### config.mk
export PLATFORM = sky130hd
export DESIGN_NAME = joybus_tx
export DESIGN_NICKNAME = d
export VERILOG_FILES = /design/src/rtl/joybus_pkg.sv /design/src/rtl/joybus_qtimer.sv /design/src/rtl/joybus_tx.sv
export SDC_FILE = /design/constraint.sdc
export NUM_CORES = 1
export LEC_CHECK = 0
export ABC_AREA = 1
export BUFFER_PORTS_ARGS = -buffer_cell sky130_fd_sc_hd__buf_2
export CAP_MARGIN = 20
export CORE_MARGIN = 5
export CORE_UTILIZATION = 55
export DETAILED_ROUTE_END_ITERATION = 10
export PLACE_DENSITY = 0.79
export SYNTH_ARGS = -nofsm -noshare
export SYNTH_HDL_FRONTEND = slang
export SYNTH_HIERARCHICAL = 1
export SYNTH_SLANG_ARGS = --single-unit
### constraint.sdc
create_clock -name clk -period 3.6 [get_ports clk]
set_clock_uncertainty 0.1 [all_clocks]
set_input_delay 0.36 -clock clk [delete_from_list [all_inputs] [get_ports clk]]
set_output_delay 0.36 -clock clk [all_outputs]
set_load 0.02 [all_outputs]
### src/rtl/joybus_pkg.sv
// Shared types and constants for the Joybus transmitter: FSM states,
// per-bit low-quarter patterns and the quarter-cycle counter width.
package joybus_pkg;

   typedef enum logic [1:0] {
      IDLE     = 2'd0,
      BIT      = 2'd1,
      STOP     = 2'd2,
      STOP_REL = 2'd3
   } state_t;

   // Number of leading quarters the line is held low for each bit value.
   localparam logic [2:0] BIT0_LOW_Q = 3'd3;
   localparam logic [2:0] BIT1_LOW_Q = 3'd1;

   localparam int CLK_PER_US_MAX = 255;
   localparam int QCYC_W         = $clog2(CLK_PER_US_MAX + 1);

   function automatic logic [2:0] low_quarters(input logic bit_val);
      return bit_val ? BIT1_LOW_Q : BIT0_LOW_Q;
   endfunction

endpackage

### src/rtl/joybus_qtimer.sv
// Quarter-bit timebase: counts qcyc within a quarter and the quarter within a bit,
// with registered end-of-quarter/end-of-bit strobes plus one-cycle look-ahead copies.
module joybus_qtimer
   import joybus_pkg::*;
#(
   parameter int CLK_PER_US = 16
)
(
   input  logic       clk,
   input  logic       rst,
   input  logic       clr,
   output logic [1:0] quarter,
   output logic       quarter_end,
   output logic       bit_end,
   output logic [1:0] quarter_nxt,
   output logic       bit_end_nxt
);

   localparam logic [QCYC_W-1:0] QCYC_LAST = QCYC_W'(CLK_PER_US - 1);

   logic [QCYC_W-1:0] qcyc_r;
   logic [QCYC_W-1:0] qcyc_nxt_s;
   logic              quarter_end_nxt_s;

   // Counter advance; clr restarts the timebase at the start of a new phase.
   always_comb begin
      qcyc_nxt_s  = qcyc_r;
      quarter_nxt = quarter;
      if (clr) begin
         qcyc_nxt_s  = {QCYC_W{1'b0}};
         quarter_nxt = 2'd0;
      end else if (qcyc_r == QCYC_LAST) begin
         qcyc_nxt_s  = {QCYC_W{1'b0}};
         quarter_nxt = quarter + 2'd1;
      end else begin
         qcyc_nxt_s  = qcyc_r + QCYC_W'(1);
         quarter_nxt = quarter;
      end
   end

   assign quarter_end_nxt_s = (qcyc_nxt_s == QCYC_LAST);
   assign bit_end_nxt       = quarter_end_nxt_s && (quarter_nxt == 2'd3);

   always_ff @(posedge clk) begin
      if (rst) begin
         qcyc_r      <= {QCYC_W{1'b0}};
         quarter     <= 2'd0;
         quarter_end <= 1'b0;
         bit_end     <= 1'b0;
      end else begin
         qcyc_r      <= qcyc_nxt_s;
         quarter     <= quarter_nxt;
         quarter_end <= quarter_end_nxt_s;
         bit_end     <= bit_end_nxt;
      end
   end

endmodule

### src/rtl/joybus_tx.sv
// Joybus open-drain byte serialiser with stop bit, zero-gap back-to-back bytes and
// sticky underrun. Optional abort-on-collision when JOYBUS_TX_COLLISION_EN is defined.
module joybus_tx
   import joybus_pkg::*;
#(
   parameter int CLK_PER_US  = 16,
   parameter int STOP_LOW_US = 1
)
(
   input  logic       clk,
   input  logic       rst,
   input  logic [7:0] tx_data,
   input  logic       tx_valid,
   input  logic       tx_last,
   output logic       tx_ready,
   output logic       line_oe,
   output logic       busy,
   output logic       done,
   output logic       underrun
`ifdef JOYBUS_TX_COLLISION_EN
   ,
   input  logic       line_in,
   output logic       collision
`endif
);

   localparam logic [1:0] STOP_LAST_Q = 2'(STOP_LOW_US - 1);

   state_t     state_r;
   state_t     state_nxt_s;
   logic [7:0] shift_r;
   logic [7:0] shift_nxt_s;
   logic [2:0] bitcnt_r;
   logic [2:0] bitcnt_nxt_s;
   logic       last_r;
   logic       last_nxt_s;
   logic       underrun_nxt_s;
   logic       done_nxt_s;
   logic       line_oe_nxt_s;
   logic       tx_ready_nxt_s;
   logic       accept_s;
   logic       clr_s;

   logic [1:0] quarter_s;
   logic       quarter_end_s;
   logic       bit_end_s;
   logic [1:0] quarter_nxt_s;
   logic       bit_end_nxt_s;

`ifdef JOYBUS_TX_COLLISION_EN
   logic       collision_nxt_s;
   logic       released_s;
`endif

   assign accept_s = tx_valid && tx_ready;
   // Any phase change (and idling) restarts the timebase so each phase begins at quarter 0.
   assign clr_s    = (state_nxt_s != state_r) || (state_nxt_s == IDLE);

   joybus_qtimer #(
      .CLK_PER_US (CLK_PER_US)
   ) u_qtimer (
      .clk         (clk),
      .rst         (rst),
      .clr         (clr_s),
      .quarter     (quarter_s),
      .quarter_end (quarter_end_s),
      .bit_end     (bit_end_s),
      .quarter_nxt (quarter_nxt_s),
      .bit_end_nxt (bit_end_nxt_s)
   );

`ifdef JOYBUS_TX_COLLISION_EN
   assign released_s = ((state_r == BIT) && ({1'b0, quarter_s} >= low_quarters(shift_r[7])))
                       || (state_r == STOP_REL);
`endif

   always_comb begin
      state_nxt_s    = state_r;
      shift_nxt_s    = shift_r;
      bitcnt_nxt_s   = bitcnt_r;
      last_nxt_s     = last_r;
      underrun_nxt_s = underrun;
      done_nxt_s     = 1'b0;
`ifdef JOYBUS_TX_COLLISION_EN
      collision_nxt_s = collision;
`endif
      case (state_r)
         IDLE: begin
            if (accept_s) begin
               state_nxt_s    = BIT;
               shift_nxt_s    = tx_data;
               bitcnt_nxt_s   = 3'd7;
               last_nxt_s     = tx_last;
               underrun_nxt_s = 1'b0;
`ifdef JOYBUS_TX_COLLISION_EN
               collision_nxt_s = 1'b0;
`endif
            end else begin
               state_nxt_s = IDLE;
            end
         end
         BIT: begin
            if (!bit_end_s) begin
               state_nxt_s = BIT;
            end else if (bitcnt_r != 3'd0) begin
               shift_nxt_s  = {shift_r[6:0], 1'b0};
               bitcnt_nxt_s = bitcnt_r - 3'd1;
            end else if (last_r) begin
               state_nxt_s = STOP;
            end else if (accept_s) begin
               // Byte boundary with the next byte waiting: reload with no gap.
               shift_nxt_s  = tx_data;
               bitcnt_nxt_s = 3'd7;
               last_nxt_s   = tx_last;
            end else begin
               underrun_nxt_s = 1'b1;
               state_nxt_s    = STOP;
            end
         end
         STOP: begin
            if (quarter_end_s && (quarter_s == STOP_LAST_Q)) begin
               state_nxt_s = STOP_REL;
            end else begin
               state_nxt_s = STOP;
            end
         end
         STOP_REL: begin
            if (quarter_end_s) begin
               state_nxt_s = IDLE;
               done_nxt_s  = 1'b1;
            end else begin
               state_nxt_s = STOP_REL;
            end
         end
         default: begin
            state_nxt_s = IDLE;
         end
      endcase
`ifdef JOYBUS_TX_COLLISION_EN
      // Someone else holding the line low while we release it: abandon the frame.
      if (quarter_end_s && released_s && !line_in) begin
         collision_nxt_s = 1'b1;
         state_nxt_s     = IDLE;
         done_nxt_s      = 1'b0;
      end else begin
         collision_nxt_s = collision_nxt_s;
      end
`endif
   end

   // Output look-ahead so line_oe/tx_ready are registered yet aligned with the new state.
   always_comb begin
      line_oe_nxt_s = 1'b0;
      case (state_nxt_s)
         BIT:     line_oe_nxt_s = ({1'b0, quarter_nxt_s} < low_quarters(shift_nxt_s[7]));
         STOP:    line_oe_nxt_s = 1'b1;
         default: line_oe_nxt_s = 1'b0;
      endcase
      tx_ready_nxt_s = (state_nxt_s == IDLE)
                       || ((state_nxt_s == BIT) && (bitcnt_nxt_s == 3'd0)
                           && !last_nxt_s && bit_end_nxt_s);
   end

   always_ff @(posedge clk) begin
      if (rst) begin
         state_r  <= IDLE;
         shift_r  <= 8'd0;
         bitcnt_r <= 3'd0;
         last_r   <= 1'b0;
         line_oe  <= 1'b0;
         tx_ready <= 1'b1;
         busy     <= 1'b0;
         done     <= 1'b0;
         underrun <= 1'b0;
`ifdef JOYBUS_TX_COLLISION_EN
         collision <= 1'b0;
`endif
      end else begin
         state_r  <= state_nxt_s;
         shift_r  <= shift_nxt_s;
         bitcnt_r <= bitcnt_nxt_s;
         last_r   <= last_nxt_s;
         line_oe  <= line_oe_nxt_s;
         tx_ready <= tx_ready_nxt_s;
         busy     <= (state_nxt_s != IDLE);
         done     <= done_nxt_s;
         underrun <= underrun_nxt_s;
`ifdef JOYBUS_TX_COLLISION_EN
         collision <= collision_nxt_s;
`endif
      end
   end

endmodule
Word-level counts from Yosys, hierarchy flattened
Cells that the tools add are included.
{"block": "op_classes", "n_div": 0, "n_lt_le_gt_ge": 1, "mux": 37, "bitwise_logic": 1, "reduce_logical": 19, "n_eq_ne": 15, "multipliers": 0, "shift": 0, "n_addsub": 3}
{"cell": "8-bit two-way mux", "n": 6}
{"cell": "8-bit by 4-bit == test with 1-bit output, second input constant", "n": 2}
{"cell": "2-bit two-way mux", "n": 8}
{"cell": "8-bit one-hot mux with 2 select lines", "n": 1}
{"cell": "1-bit two-way mux", "n": 13}
{"cell": "3-bit two-way mux", "n": 4}
{"cell": "8-bit by 1-bit adder with 8-bit output, second input constant", "n": 1}
{"cell": "2-bit == test, second input constant", "n": 4}
{"cell": "2-bit inequality test, second input constant", "n": 4}
{"cell": "2-bit one-hot mux with 4 select lines", "n": 1}
{"cell": "1-bit logical AND", "n": 6}
{"cell": "2-bit zero test", "n": 3}
{"cell": "1-bit one-hot mux with 2 select lines", "n": 3}
{"cell": "3-bit one-hot mux with 2 select lines", "n": 1}
{"cell": "6-bit AND reduction", "n": 1}
{"cell": "2-bit by 1-bit == test with 1-bit output, second input constant", "n": 2}
{"cell": "2-bit nonzero test", "n": 2}
{"cell": "3-bit zero test", "n": 1}
{"cell": "3-bit inequality test, second input constant", "n": 1}
{"cell": "3-bit AND reduction", "n": 1}
{"cell": "3-bit nonzero test", "n": 1}
{"cell": "3-bit by 1-bit subtractor with 3-bit output, second input constant", "n": 1}
{"cell": "2-bit by 1-bit adder with 2-bit output, second input constant", "n": 1}
{"cell": "1-bit logical OR", "n": 2}
{"cell": "other kinds (6)", "n": 6}
{"block": "word_totals", "romBits": 0, "in_bits": 12, "output_inout_bits": 5, "mem_count": 0, "latch_bits": 0, "register_bits": 31, "mem_bits_rw": 0, "word_cells": 90}

Longest topological paths before layout
Gate-level depths: netlist of run 1.
{"block": "depth", "depth_word": 13, "mapped_depth": 26}

Modules after synthesis
The synthesis of run 1 kept the hierarchy.
{"mod": "joybus_tx", "cells_each": 195, "instances": 1, "seq_area_each_um2": 380.4, "area_each_um2": 1337.5}
{"mod": "joybus_qtimer", "cells_each": 84, "instances": 1, "seq_area_each_um2": 240.2, "area_each_um2": 571.8}

Worst setup path before layout of run 1
No wires, ideal clock.
{"block": "synth_path", "path_kind": "reg-to-reg", "from": "register bitcnt_r[0]", "to": "register tx_ready", "n_path_buf": 0, "arrival_time_ps": 2683, "required_ps": 3442, "path_stages_with_launch": 27, "setup_time_ps": 58, "period_less_slack_ps": 2841, "slack_ps": 759, "path_cell_list": "dfxtp_1 inv_1 ha_1 nand2_4 inv_8 nand3_2 nand2_2 inv_2 nor2_2 nand2_2 inv_1 ha_1 a311oi_1 nand2_1 inv_1 nand3_1 nor2_1 nand2_1 nor2_1 nand3_1 nor2_1 nand2_1 inv_1 nand3_1 nor2_1 nand3_1 nand2_1"}
{"block": "synth_via", "elab_chain_len": 11, "word_cells_on_any_way": 28, "cone_classes": "add/sub: 1; eq/ne: 4; mux: 13; reduce/logical: 10"}
{"element": "start, declared", "line": "joybus_tx.sv:33", "rtl": "logic [2:0] bitcnt_r;"}
{"element": "start signal, assigned", "line": "joybus_tx.sv:181", "rtl": "bitcnt_r <= bitcnt_nxt_s;"}
{"element": "3-bit nonzero test (*)", "line": "joybus_tx.sv:105", "rtl": "end else if (bitcnt_r != 3'd0) begin"}
{"element": "2-bit two-way mux (*)", "line": "joybus_tx.sv:105"}
{"element": "2-bit two-way mux (*)", "line": "joybus_tx.sv:103", "rtl": "if (!bit_end_s) begin"}
{"element": "2-bit one-hot mux with 4 select lines (*)", "line": "joybus_tx.sv:87", "rtl": "case (state_r)"}
{"element": "via state_nxt_s[0]", "line": "joybus_tx.sv:30", "rtl": "state_t state_nxt_s;"}
{"element": "2-bit inequality test / 2-bit zero test (equally long branches)", "line": "joybus_tx.sv:57", "rtl": "assign clr_s = (state_nxt_s != state_r) || (state_nxt_s == IDLE);"}
{"element": "1-bit logical OR (*)", "line": "joybus_tx.sv:57"}
{"element": "via clr_s", "line": "joybus_tx.sv:42", "rtl": "logic clr_s;"}
{"element": "8-bit two-way mux / 2-bit two-way mux (equally long branches)", "line": "joybus_qtimer.sv:29", "rtl": "if (clr) begin"}
{"element": "8-bit by 4-bit == test with 1-bit output / 2-bit == test (equally long branches)", "line": "joybus_qtimer.sv:41, joybus_qtimer.sv:42"}
{"element": "1-bit logical AND (*)", "line": "joybus_qtimer.sv:42", "rtl": "assign bit_end_nxt = quarter_end_nxt_s && (quarter_nxt == 2'd3);"}
{"element": "via bit_end_nxt_s", "line": "joybus_tx.sv:48", "rtl": "logic bit_end_nxt_s;"}
{"element": "1-bit logical AND (*)", "line": "joybus_tx.sv:161", "rtl": "&& !last_nxt_s && bit_end_nxt_s);"}
{"element": "1-bit logical OR (*)", "line": "joybus_tx.sv:160", "rtl": "|| ((state_nxt_s == BIT) && (bitcnt_nxt_s == 3'd0)"}
{"element": "end signal, assigned", "line": "joybus_tx.sv:184", "rtl": "tx_ready <= tx_ready_nxt_s;"}
{"element": "end, declared", "line": "joybus_tx.sv:15", "rtl": "output logic tx_ready,"}
The timed path passes the listed nets; every way through them passes the cells marked *.
A chain may end at the register's enable or synchronous reset.

Worst setup path after layout of run 1
Ends and elaborated chain as after synthesis.

==> metrics.log, run 1 <==
[metrics] Relative slew margins: 0.674
[metrics] DR pass1 iterations: 4
[metrics] I/O pin count: 17
[metrics] final setup fails: 0
[metrics] total power divided by cell area: between 500 and 600 nW/um^2
[metrics] post-placement setup slack: 378 ps
[metrics] number of global-route vias before repair: approximately 1600
[metrics] startpoint type of the worst setup path: flip-flop
[metrics] Die Area: approximately 4700 um^2
[metrics] Post-layout nets: roughly 320
[metrics] post-CTS sizing: 0
[metrics] share of the yosys chip area belonging to registers: 0.325
[metrics] drt first-iter violations: approximately 200
[metrics] maximum operating frequency: between 300 and 400 MHz
[metrics] setup TNS: 0 ps
[metrics] worst-path maximum fanout: 10
[metrics] clock tree from TritonCTS: done
[metrics] number of nets still failing antenna checks after routing: 0
[metrics] maximum number of pins on one net before global-route repair: 22
[metrics] leakage power: 0.971 nW
[metrics] leading cell type in the layout, fill and taps excluded: sky130_fd_sc_hd__nand2_1
[metrics] Final period util: 0.878
[metrics] net count of the mapped netlist: 298
[metrics] count of clock tree sinks: 31
[metrics] via count: about 1800
[metrics] leading cell types in the layout, fill and taps excluded: sky130_fd_sc_hd__nand2_1, sky130_fd_sc_hd__nor2_1, sky130_fd_sc_hd__dfxtp_1
[metrics] diode insertion count for antenna repair: 0
[metrics] deepest level of the CTS H-tree: 2
[metrics] maximum cell stage delay along the critical path: 360 ps
[metrics] Hold WC Path Type: input port to flip-flop
[metrics] mean area per synthesized cell: 6.84 um^2
[metrics] ratio of cells with drive above 1 in the final layout: 0.227
[metrics] clock transition at the registers of the reported paths: around 100 ps
[metrics] die span in y: ~69 um
[metrics] status: finished clean
[metrics] total overflow reported by the global router: 0
[metrics] GRT Resource Usage Total: 0.196
[metrics] DRC violations left: 0
[metrics] area overhead of the layout relative to synthesis: 8.91%
[metrics] actual transition at the worst max-transition pin: a little under 500 ps
[metrics] Arr. time, crit path: 3340 ps
[metrics] core area: around 3300 um^2
[metrics] initial antenna violation count: 0
[metrics] max-cap violations: 0
[metrics] deepest clock path buffer count: 2
[metrics] Non-Filler Cell Area, Final: around 2100 um^2
[metrics] post-detailed-route wirelength per cell: ~12 um
[metrics] critical path class: flip-flop to flip-flop
[metrics] setup repair after global routing missed its margin: false
[metrics] type of destination of the critical path: flip-flop
[metrics] instance count of the mapped netlist: ~280
[metrics] via density per instance: 5.18
[metrics] post-CTS setup buffer count: 0
[metrics] Fill cells: 308
[metrics] post-synthesis sequential element count: 31
[metrics] placed standard-cell area: between 2000 and 2500 um^2
[metrics] peak supply drop: around 0.00021 V
[metrics] number of max-slew violations in the final report: 0
[metrics] width of the die: between 60 and 70 um
[metrics] area of the mapped netlist: 1910 um^2
[metrics] cts hold-fix bufs: 0
[metrics] final weighted congestion of routability-driven global placement: slightly above 0.9
[metrics] final hold vios: 0
[metrics] setup slack of the critical path after layout: between 400 and 500 ps
[metrics] TritonCTS buffer count: 5
[metrics] number of library cell types mapped by synthesis: 32
[metrics] row cnt: 21
[metrics] clock latency at the later pin of the worst-skew pair: around 330 ps
[metrics] slowest stage cell on the critical path: sky130_fd_sc_hd__dfxtp_1
[metrics] Required @ worst endpoint: roughly 3800 ps
[metrics] time the final worst path needs with I/O delays and setup: ~3200 ps
[metrics] Port-buffer cells: 16
[metrics] Starting Density: 0.572
[metrics] number of warnings reported in the yosys synthesis log: 6
[metrics] final HPWL from detailed placement: roughly 3200 um
[metrics] global-route wire length before repair: around 7000 um
[metrics] root buffer selected by CTS: sky130_fd_sc_hd__clkbuf_4
[metrics] drt total wl: 4180 um
cells by family after synthesis:
| group | Yosys count | share of synthesized area |
|---|---|---|
| AOI/OAI and AO/OA | 37 | 0.112 |
| xor gates and xnor gates | 1 | 0.00459 |
| adders and majority gates | 7 | 0.0459 |
| buffers and inverters | 40 | 0.0970 |
| DFF | 31 | 0.325 |
| and+or+nand+nor | 163 | 0.415 |
power breakdown:
part | switching (mW) | internal (mW) | leakage (nW)
clock network | 0.122 | 0.0726 | 0.0347
registers | 0.0544 | 0.392 | 0.253
logic | 0.305 | 0.157 | 0.683
synth_stat cells, drive strengths merged:
cell type	n	share of area
nand2	91	0.21
nor2	36	0.088
inv	35	0.075
dfxtp	31	0.33
nand3	25	0.079
o21ai	15	0.043
a21oi	14	0.037
ha	7	0.046
nor3	6	0.027
o211ai	5	0.020
buf	4	0.020
nand4	4	0.013
a311oi	1	0.0046
a31oi	1	0.0033
clkbuf	1	0.0020
o2111ai	1	0.0046
or2	1	0.0033
xnor2	1	0.0046
metrics by stage:
| stage | instances | utilization | hold WS [ps] | total power [mW] |
|---|---|---|---|---|
| 5_1_grt | 345 | 0.623 | 315 | 1.19 |
| 2_1_floorplan | 279 | - | 329 | 0.805 |
| 6_report | 345 | 0.623 | 300 | 1.10 |
| 3_5_place_dp | 337 | 0.603 | 358 | 0.903 |
| 3_3_place_gp | 337 | 0.603 | 356 | 0.892 |
| 4_1_cts | 345 | 0.619 | 298 | 1.10 |
final timing paths:
check | from | endpoint | slack, ps | cells after the start
max | bitcnt_r[0]$_SDFF_PP0_ | tx_ready$_SDFF_PP1_ | 440 | 26
min | tx_data[4] | shift_r[4]$_SDFFE_PP0P_ | 300 | 5
max reg2reg | bitcnt_r[0]$_SDFF_PP0_ | tx_ready$_SDFF_PP1_ | 440 | 26
min reg2reg | underrun$_SDFFE_PP0P_ | underrun$_SDFFE_PP0P_ | 370 | 2
routing by layer:
metal  GRT usage  part of all wire  vias up
li1            -                 -      943
met1       0.250              0.47      808
met2       0.329              0.48       35
met3      0.0373             0.043        2
met4      0.0681            0.0031        0
met5           0                 0        -
state kept, by name (all words and copies together) (netlist names), 2 cells and up:
| register | flops |
|---|---|
| u_qtimer/qcyc_r | 8 |
| state_r | 2 |
| u_qtimer/quarter | 2 |
| shift_r | 8 |
| bitcnt_r | 3 |
critical path: cells and delay by family, from the launching register on:
kind	cells	cell delay [ps]
AOI/OAI and AO/OA	1	250
and+or+nand+nor	17	1530
DFF	1	360
adders and majority gates	2	400
buffers and inverters	6	470
area by class of cell:
type | count | area (um^2) | share of cell area
multi-input cells | 208 | 1120 | 0.537
repair buffers | 17 | 87.6 | 0.0421
flip-flops and latches | 31 | 622 | 0.299
clock inverters | 3 | 15.0 | 0.00722
inverters | 35 | 144 | 0.0692
clock buffers | 5 | 37.5 | 0.0181
well taps | 46 | 57.6 | 0.0277
No activity file was read; power rests on OpenSTA's default activity.
==> run 2: changes to the inputs <==
--- a/config.mk
+++ b/config.mk
@@ -10,6 +10,7 @@
 export CAP_MARGIN = 20
 export CORE_MARGIN = 5
 export CORE_UTILIZATION = 55
+export CTS_BUF_LIST = sky130_fd_sc_hd__clkbuf_8
 export DETAILED_ROUTE_END_ITERATION = 10
 export PLACE_DENSITY = 0.79
 export SYNTH_ARGS = -nofsm -noshare
==> metrics.log, run 2 (same netlist as run 1, synthesis figures left out) <==
[metrics] Die Area: about 4700 um^2
[metrics] leading cell types in the layout, fill and taps excluded: sky130_fd_sc_hd__nand2_1, sky130_fd_sc_hd__dfxtp_1, sky130_fd_sc_hd__nor2_1
[metrics] final hold vios: 0
[metrics] final HPWL from detailed placement: roughly 3200 um
[metrics] clock tree from TritonCTS: done
[metrics] ratio of cells with drive above 1 in the final layout: 0.226
[metrics] drt first-iter violations: 162
[metrics] startpoint type of the worst setup path: flip-flop
[metrics] clock transition at the registers of the reported paths: roughly 70 ps
[metrics] worst hold margin: ~360 ps
[metrics] status: finished clean
[metrics] post-detailed-route wirelength per cell: ~12 um
[metrics] global-route wire length before repair: approximately 7000 um
[metrics] placed standard-cell area: slightly above 2000 um^2
[metrics] DRC violations left: 0
[metrics] Non-Filler Cell Area, Final: approximately 2100 um^2
[metrics] total overflow reported by the global router: 0
[metrics] final weighted congestion of routability-driven global placement: approximately 0.93
[metrics] Hold WC Path Type: input port to flip-flop
[metrics] row cnt: 21
[metrics] actual transition at the worst max-transition pin: about 550 ps
[metrics] clock latency at the later pin of the worst-skew pair: ~280 ps
[metrics] cell depth of the worst hold path: 5
[metrics] worst reg2reg startpoint: state_r[1]$_SDFF_PP0_
[metrics] capture point of the worst reg-to-reg path: tx_ready$_SDFF_PP1_
[metrics] maximum number of pins on one net before global-route repair: 22
[metrics] Port-buffer cells: 16
[metrics] routed length on met3: ~170 um
[metrics] Worst Hold Path EP: shift_r[4]$_SDFFE_PP0P_
[metrics] critical path class: flip-flop to flip-flop
[metrics] Starting Density: 0.572
[metrics] total power divided by cell area: between 500 and 600 nW/um^2
[metrics] I/O pin count: 17
[metrics] M1 WL: between 2000 and 2500 um
[metrics] setup TNS: 0 ps
[metrics] area overhead of the layout relative to synthesis: 10.6%
[metrics] setup repair after global routing missed its margin: false
[metrics] deepest level of the CTS H-tree: 2
[metrics] largest registers in the final layout: shift_r x8, u_qtimer/qcyc_r x8, bitcnt_r x3
[metrics] Final period util: 0.880
[metrics] number of max-slew violations in the final report: 0
[metrics] diode insertion count for antenna repair: 0
[metrics] r2r setup slk: approximately 430 ps
[metrics] deepest clock path buffer count: 2
[metrics] top routing layer in use: met4
[metrics] leakage power: approximately 1 nW
[metrics] Post-layout nets: 319
[metrics] number of global-route vias before repair: 1594
[metrics] Arr. time, crit path: around 3300 ps
[metrics] leading cell type in the layout, fill and taps excluded: sky130_fd_sc_hd__nand2_1
[metrics] via density per instance: slightly above 5
[metrics] source of the critical timing path: state_r[1]$_SDFF_PP0_
[metrics] time the final worst path needs with I/O delays and setup: 3170 ps
[metrics] max-cap violations: 0
[metrics] type of destination of the critical path: flip-flop
[metrics] count of clock tree sinks: 31
[metrics] peak supply drop: between 0.0002 and 0.0003 V
[metrics] core area: around 3300 um^2
[metrics] final setup fails: 0
[metrics] worst-path maximum fanout: 9
[metrics] maximum operating frequency: around 320 MHz
[metrics] DR pass1 iterations: 4
[metrics] root buffer selected by CTS: sky130_fd_sc_hd__clkbuf_8
[metrics] sum of met2 wire segment lengths after detailed routing: between 1500 and 2000 um
[metrics] width of the die: 68.9 um
[metrics] die span in y: approximately 69 um
[metrics] via count: 1785
[metrics] drt total wl: 4190 um
[metrics] GRT Resource Usage Total: 0.200
[metrics] TritonCTS buffer count: 5
[metrics] number of nets still failing antenna checks after routing: 0
[metrics] Relative slew margins: 0.634
[metrics] final total power: around 1.2 mW
[metrics] initial antenna violation count: 0
[metrics] Required @ worst endpoint: between 3000 and 4000 ps
[metrics] beginning of the worst hold path: tx_data[4]
[metrics] worst reg-to-reg path cell count: 23
==> run 2: changes by cell type in the layout (fill, tap and decap cells not counted) <==
cell                       previous run  this run
sky130_fd_sc_hd__buf_4                1         3
sky130_fd_sc_hd__clkbuf_4             5         0
sky130_fd_sc_hd__clkbuf_8             0         5
sky130_fd_sc_hd__dfxtp_1             30        31
sky130_fd_sc_hd__dfxtp_2              1         0
sky130_fd_sc_hd__ha_1                 6         7
sky130_fd_sc_hd__ha_4                 1         0
==> run 2: critical path, stage by stage, from the launching register on <==
cell	delay (ps)
sky130_fd_sc_hd__dfxtp_1	660
sky130_fd_sc_hd__inv_4	100
sky130_fd_sc_hd__nand2_4	130
sky130_fd_sc_hd__inv_2	80
sky130_fd_sc_hd__nand2_2	70
sky130_fd_sc_hd__inv_2	50
sky130_fd_sc_hd__nor3_4	140
sky130_fd_sc_hd__inv_2	80
sky130_fd_sc_hd__ha_1	200
sky130_fd_sc_hd__a311oi_1	240
sky130_fd_sc_hd__nand2_1	130
sky130_fd_sc_hd__inv_2	100
sky130_fd_sc_hd__nand3_1	90
sky130_fd_sc_hd__nor2_1	110
sky130_fd_sc_hd__nand2_1	60
sky130_fd_sc_hd__nor2_1	140
sky130_fd_sc_hd__nand3_1	90
sky130_fd_sc_hd__nor2_1	110
sky130_fd_sc_hd__nand2_1	70
sky130_fd_sc_hd__inv_1	60
sky130_fd_sc_hd__nand3_1	70
sky130_fd_sc_hd__nor2_1	100
sky130_fd_sc_hd__nand3_1	80
sky130_fd_sc_hd__nand2_1	50
==> run 2: final cells by class <==
type                    count  area, um^2
fillers                   309        1220
repair buffers             19         103
multi-input cells         208        1100
well taps                  46        57.6
flip-flops and latches     31         621
inverters                  35         144
clock inverters             3        15.0
clock buffers               5        68.8
==> run 2: layer usage <==
metal,GRT usage,vias up
met1,0.249,799
met5,0,-
met2,0.325,32
met4,0.0900,0
li1,-,946
met3,0.0486,8
==> run 2: through the flow <==
stage	instances	setup WS, ps	util
2_1_floorplan	279	759	-
3_3_place_gp	337	508	0.603
3_5_place_dp	337	378	0.603
4_1_cts	345	334	0.628
5_1_grt	347	1.54	0.633
6_report	347	433	0.633
==> run 2: how the worst max path moves through the flow <==
stage                                      to  slack [ps]  cells after the start
after floorplan           tx_ready$_SDFF_PP1_         760                     26
after global placement    tx_ready$_SDFF_PP1_         510                     26
after detailed placement  tx_ready$_SDFF_PP1_         380                     26
after CTS                 tx_ready$_SDFF_PP1_         330                     26
after global routing      tx_ready$_SDFF_PP1_           2                     25
final                     tx_ready$_SDFF_PP1_         430                     23
==> run 2: power by group <==
group	internal, mW	leakage, nW	switching [mW]
sequential	0.392	0.253	0.0553
combinational	0.164	0.691	0.305
clock	0.132	0.0477	0.129
total	0.688	0.992	0.489
==> run 2: timing repair <==
action | CTS | global route
gates resized for setup | 0 | 1
hold buffers | 0 | 0
setup endpoints to repair | 0 | 1
setup buffers | 0 | 2
==> run 3: changes to the inputs <==
--- a/config.mk
+++ b/config.mk
@@ -5,10 +5,9 @@
 export SDC_FILE = /design/constraint.sdc
 export NUM_CORES = 1
 export LEC_CHECK = 0
-export ABC_AREA = 1
 export BUFFER_PORTS_ARGS = -buffer_cell sky130_fd_sc_hd__buf_2
 export CAP_MARGIN = 20
-export CORE_MARGIN = 5
+export CORE_MARGIN = 1.5
 export CORE_UTILIZATION = 55
 export CTS_BUF_LIST = sky130_fd_sc_hd__clkbuf_8
 export DETAILED_ROUTE_END_ITERATION = 10
==> metrics.log, run 3 <==
[metrics] Post-layout nets: between 200 and 250
[metrics] Relative slew margins: 0.680
[metrics] final core occ: 0.647
[metrics] leading cell type in the layout, fill and taps excluded: sky130_fd_sc_hd__dfxtp_1
[metrics] leakage power: between 0.7 and 0.8 nW
[metrics] initial antenna violation count: 0
[metrics] area overhead of the layout relative to synthesis: 9.02%
[metrics] mean area per synthesized cell: 8.93 um^2
[metrics] post-detailed-route wirelength per cell: 14.0 um
[metrics] final weighted congestion of routability-driven global placement: 0.840
[metrics] row cnt: 19
[metrics] cts hold-fix bufs: 0
[metrics] maximum operating frequency: between 300 and 400 MHz
[metrics] crit path to: tx_ready$_SDFF_PP1_
[metrics] Synth Area in Compound Gates: 0.185
[metrics] r2r setup slk: around 600 ps
[metrics] adder-cell share of the synthesized area: 0.0522
[metrics] total overflow reported by the global router: 0
[metrics] worst-path maximum fanout: 12
[metrics] leading cell types in the layout, fill and taps excluded: sky130_fd_sc_hd__dfxtp_1, sky130_fd_sc_hd__nor2_1, sky130_fd_sc_hd__buf_2
[metrics] Async S/R FF share, synth: 0
[metrics] count leader, synth: sky130_fd_sc_hd__dfxtp_1
[metrics] number of global-route vias before repair: roughly 1300
[metrics] largest registers in the final layout: shift_r x8, u_qtimer/qcyc_r x8, bitcnt_r x3
[metrics] library cell occupying the most area in the post-synthesis netlist: sky130_fd_sc_hd__dfxtp_1
[metrics] peak supply drop: between 0.0002 and 0.0003 V
[metrics] drt first-iter violations: 38
[metrics] setup repair after global routing missed its margin: false
[metrics] clock latency at the later pin of the worst-skew pair: 290 ps
[metrics] setup TNS: 0 ps
[metrics] beginning of the worst hold path: tx_data[1]
[metrics] post-synth top area share: 0.370
[metrics] core area: between 2000 and 3000 um^2
[metrics] max-cap violations: 0
[metrics] number of synthesized flops with an enable pin: 0
[metrics] actual transition at the worst max-transition pin: approximately 480 ps
[metrics] drt total wl: between 3000 and 4000 um
[metrics] number of warnings reported in the yosys synthesis log: 6
[metrics] root buffer selected by CTS: sky130_fd_sc_hd__clkbuf_8
[metrics] clock transition at the registers of the reported paths: around 60 ps
[metrics] Die Area: 3390 um^2
[metrics] share of the yosys chip area belonging to registers: 0.370
[metrics] simple-gate share of the synthesized area: 0.273
[metrics] area of the mapped netlist: approximately 1700 um^2
[metrics] worst reg2reg startpoint: state_r[1]$_SDFF_PP0_
[metrics] instance count of the mapped netlist: 188
[metrics] GRT Resource Usage Total: 0.223
[metrics] Final period util: 0.833
[metrics] mux cell area share after synthesis: 0.0268
[metrics] startpoint type of the worst setup path: flip-flop
[metrics] diode insertion count for antenna repair: 0
[metrics] status: finished clean
[metrics] Arr. time, crit path: approximately 3100 ps
[metrics] via count: between 1000 and 1500
[metrics] post-CTS sizing: 0
[metrics] post-synthesis sequential element count: 31
[metrics] final setup fails: 0
[metrics] via density per instance: between 6 and 7
[metrics] DRC violations left: 0
[metrics] Top FF cell, synth: sky130_fd_sc_hd__dfxtp_1
[metrics] final hold vios: 0
[metrics] critical path, cell by cell: nand2_1 -> nor3_1 -> a21oi_1 -> o21a_1 -> ha_1 -> a21o_1 -> and4bb_1 -> nand3_1 -> nor4_1 -> o2111ai_1 -> o31ai_2
[metrics] type of destination of the critical path: flip-flop
[metrics] number of nets still failing antenna checks after routing: 0
[metrics] maximum number of pins on one net before global-route repair: 23
[metrics] die span in y: slightly below 60 um
[metrics] total power divided by cell area: ~410 nW/um^2
[metrics] Hold WC Path Type: input port to flip-flop
[metrics] clock tree from TritonCTS: done
[metrics] TritonCTS buffer count: 5
[metrics] DR pass1 iterations: 4
[metrics] parity-gate share of the synthesized area counting xor and xnor cells: 0.0469
[metrics] net count of the mapped netlist: between 200 and 250
[metrics] count of clock tree sinks: 31
[metrics] combinational family with the most area after synthesis: simple AND/OR/NAND/NOR gates
[metrics] post-CTS setup buffer count: 0
[metrics] worst reg-to-reg path cell count: 11
[metrics] critical path class: flip-flop to flip-flop
[metrics] Starting Density: 0.594
[metrics] Required @ worst endpoint: 3710 ps
[metrics] time the final worst path needs with I/O delays and setup: ~3000 ps
[metrics] I/O pin count: 17
[metrics] number of max-slew violations in the final report: 0
[metrics] deepest level of the CTS H-tree: 2
[metrics] ranking of synthesized cells by instance count: sky130_fd_sc_hd__dfxtp_1, sky130_fd_sc_hd__nor2_1, sky130_fd_sc_hd__nand2_1, sky130_fd_sc_hd__nand3_1
[metrics] Port-buffer cells: 16
[metrics] top post-synthesis cells by area: sky130_fd_sc_hd__dfxtp_1, sky130_fd_sc_hd__nor2_1, sky130_fd_sc_hd__ha_1
[metrics] source of the critical timing path: state_r[1]$_SDFF_PP0_
[metrics] capture point of the worst reg-to-reg path: tx_ready$_SDFF_PP1_
[metrics] number of library cell types mapped by synthesis: 52
[metrics] width of the die: a little under 60 um
[metrics] slowest stage cell on the critical path: sky130_fd_sc_hd__dfxtp_1
[metrics] maximum cell stage delay along the critical path: 620 ps
[metrics] deepest clock path buffer count: 2
[metrics] global-route wire length before repair: about 5600 um
[metrics] ratio of cells with drive above 1 in the final layout: 0.167
[metrics] final HPWL from detailed placement: between 2000 and 2500 um
run 3: layout make-up:
| type | count | area (um^2) |
|---|---|---|
| clock buffers | 5 | 68.8 |
| flip-flops and latches | 31 | 621 |
| multi-input cells | 141 | 980 |
| clock inverters | 3 | 12.5 |
| repair buffers | 16 | 80.1 |
| inverters | 8 | 30.0 |
| well taps | 31 | 38.8 |
| fillers | 244 | 998 |
run 3: metrics by stage:
step           instances  setup WS, ps  hold WS (ps)  power (mW)  instance area, um^2
3_5_place_dp         227           659           367       0.501                 1750
4_1_cts              235           648           235       0.756                 1830
6_report             235           603           244       0.750                 1830
2_1_floorplan        188           995           337       0.471                 1680
3_3_place_gp         227           830           365       0.496                 1750
5_1_grt              235           378           243       0.785                 1830
run 3: cell families after synthesis:
group | Yosys count
xor gates and xnor gates | 9
buffers and inverters | 16
and+or+nand+nor | 84
AOI/OAI and AO/OA | 37
DFF | 31
adders and majority gates | 7
muxes | 4
run 3: worst max-delay path, delay by kind of cell (launching register included):
kind,cells,cell delay (ps)
flops,1,620
compound gates,5,940
fa+ha+maj,1,230
simple gates,5,1030
run 3: routing by layer:
metal,up-vias,GRT usage,wire (um)
met2,44,0.341,1470
li1,698,-,-
met3,10,0.0737,209
met4,0,0.123,102
met5,-,0,0
met1,662,0.277,1510
run 3: how the worst min path moves through the flow:
stage	cells past startpoint	end	slack, ps
global route	2	shift_r[5]$_SDFFE_PP0P_	240
floorplan	1	u_qtimer/quarter[0]$_SDFF_PP0_	340
global placement	1	u_qtimer/qcyc_r[0]$_SDFF_PP0_	370
CTS	2	shift_r[5]$_SDFFE_PP0P_	240
detailed placement	1	u_qtimer/qcyc_r[0]$_SDFF_PP0_	370
finish	2	shift_r[1]$_SDFFE_PP0P_	240
run 3: power breakdown:
group          switching [mW]  total [mW]  internal (mW)
logic                  0.0652       0.118         0.0530
clock network           0.125       0.255          0.130
registers              0.0154       0.377          0.362
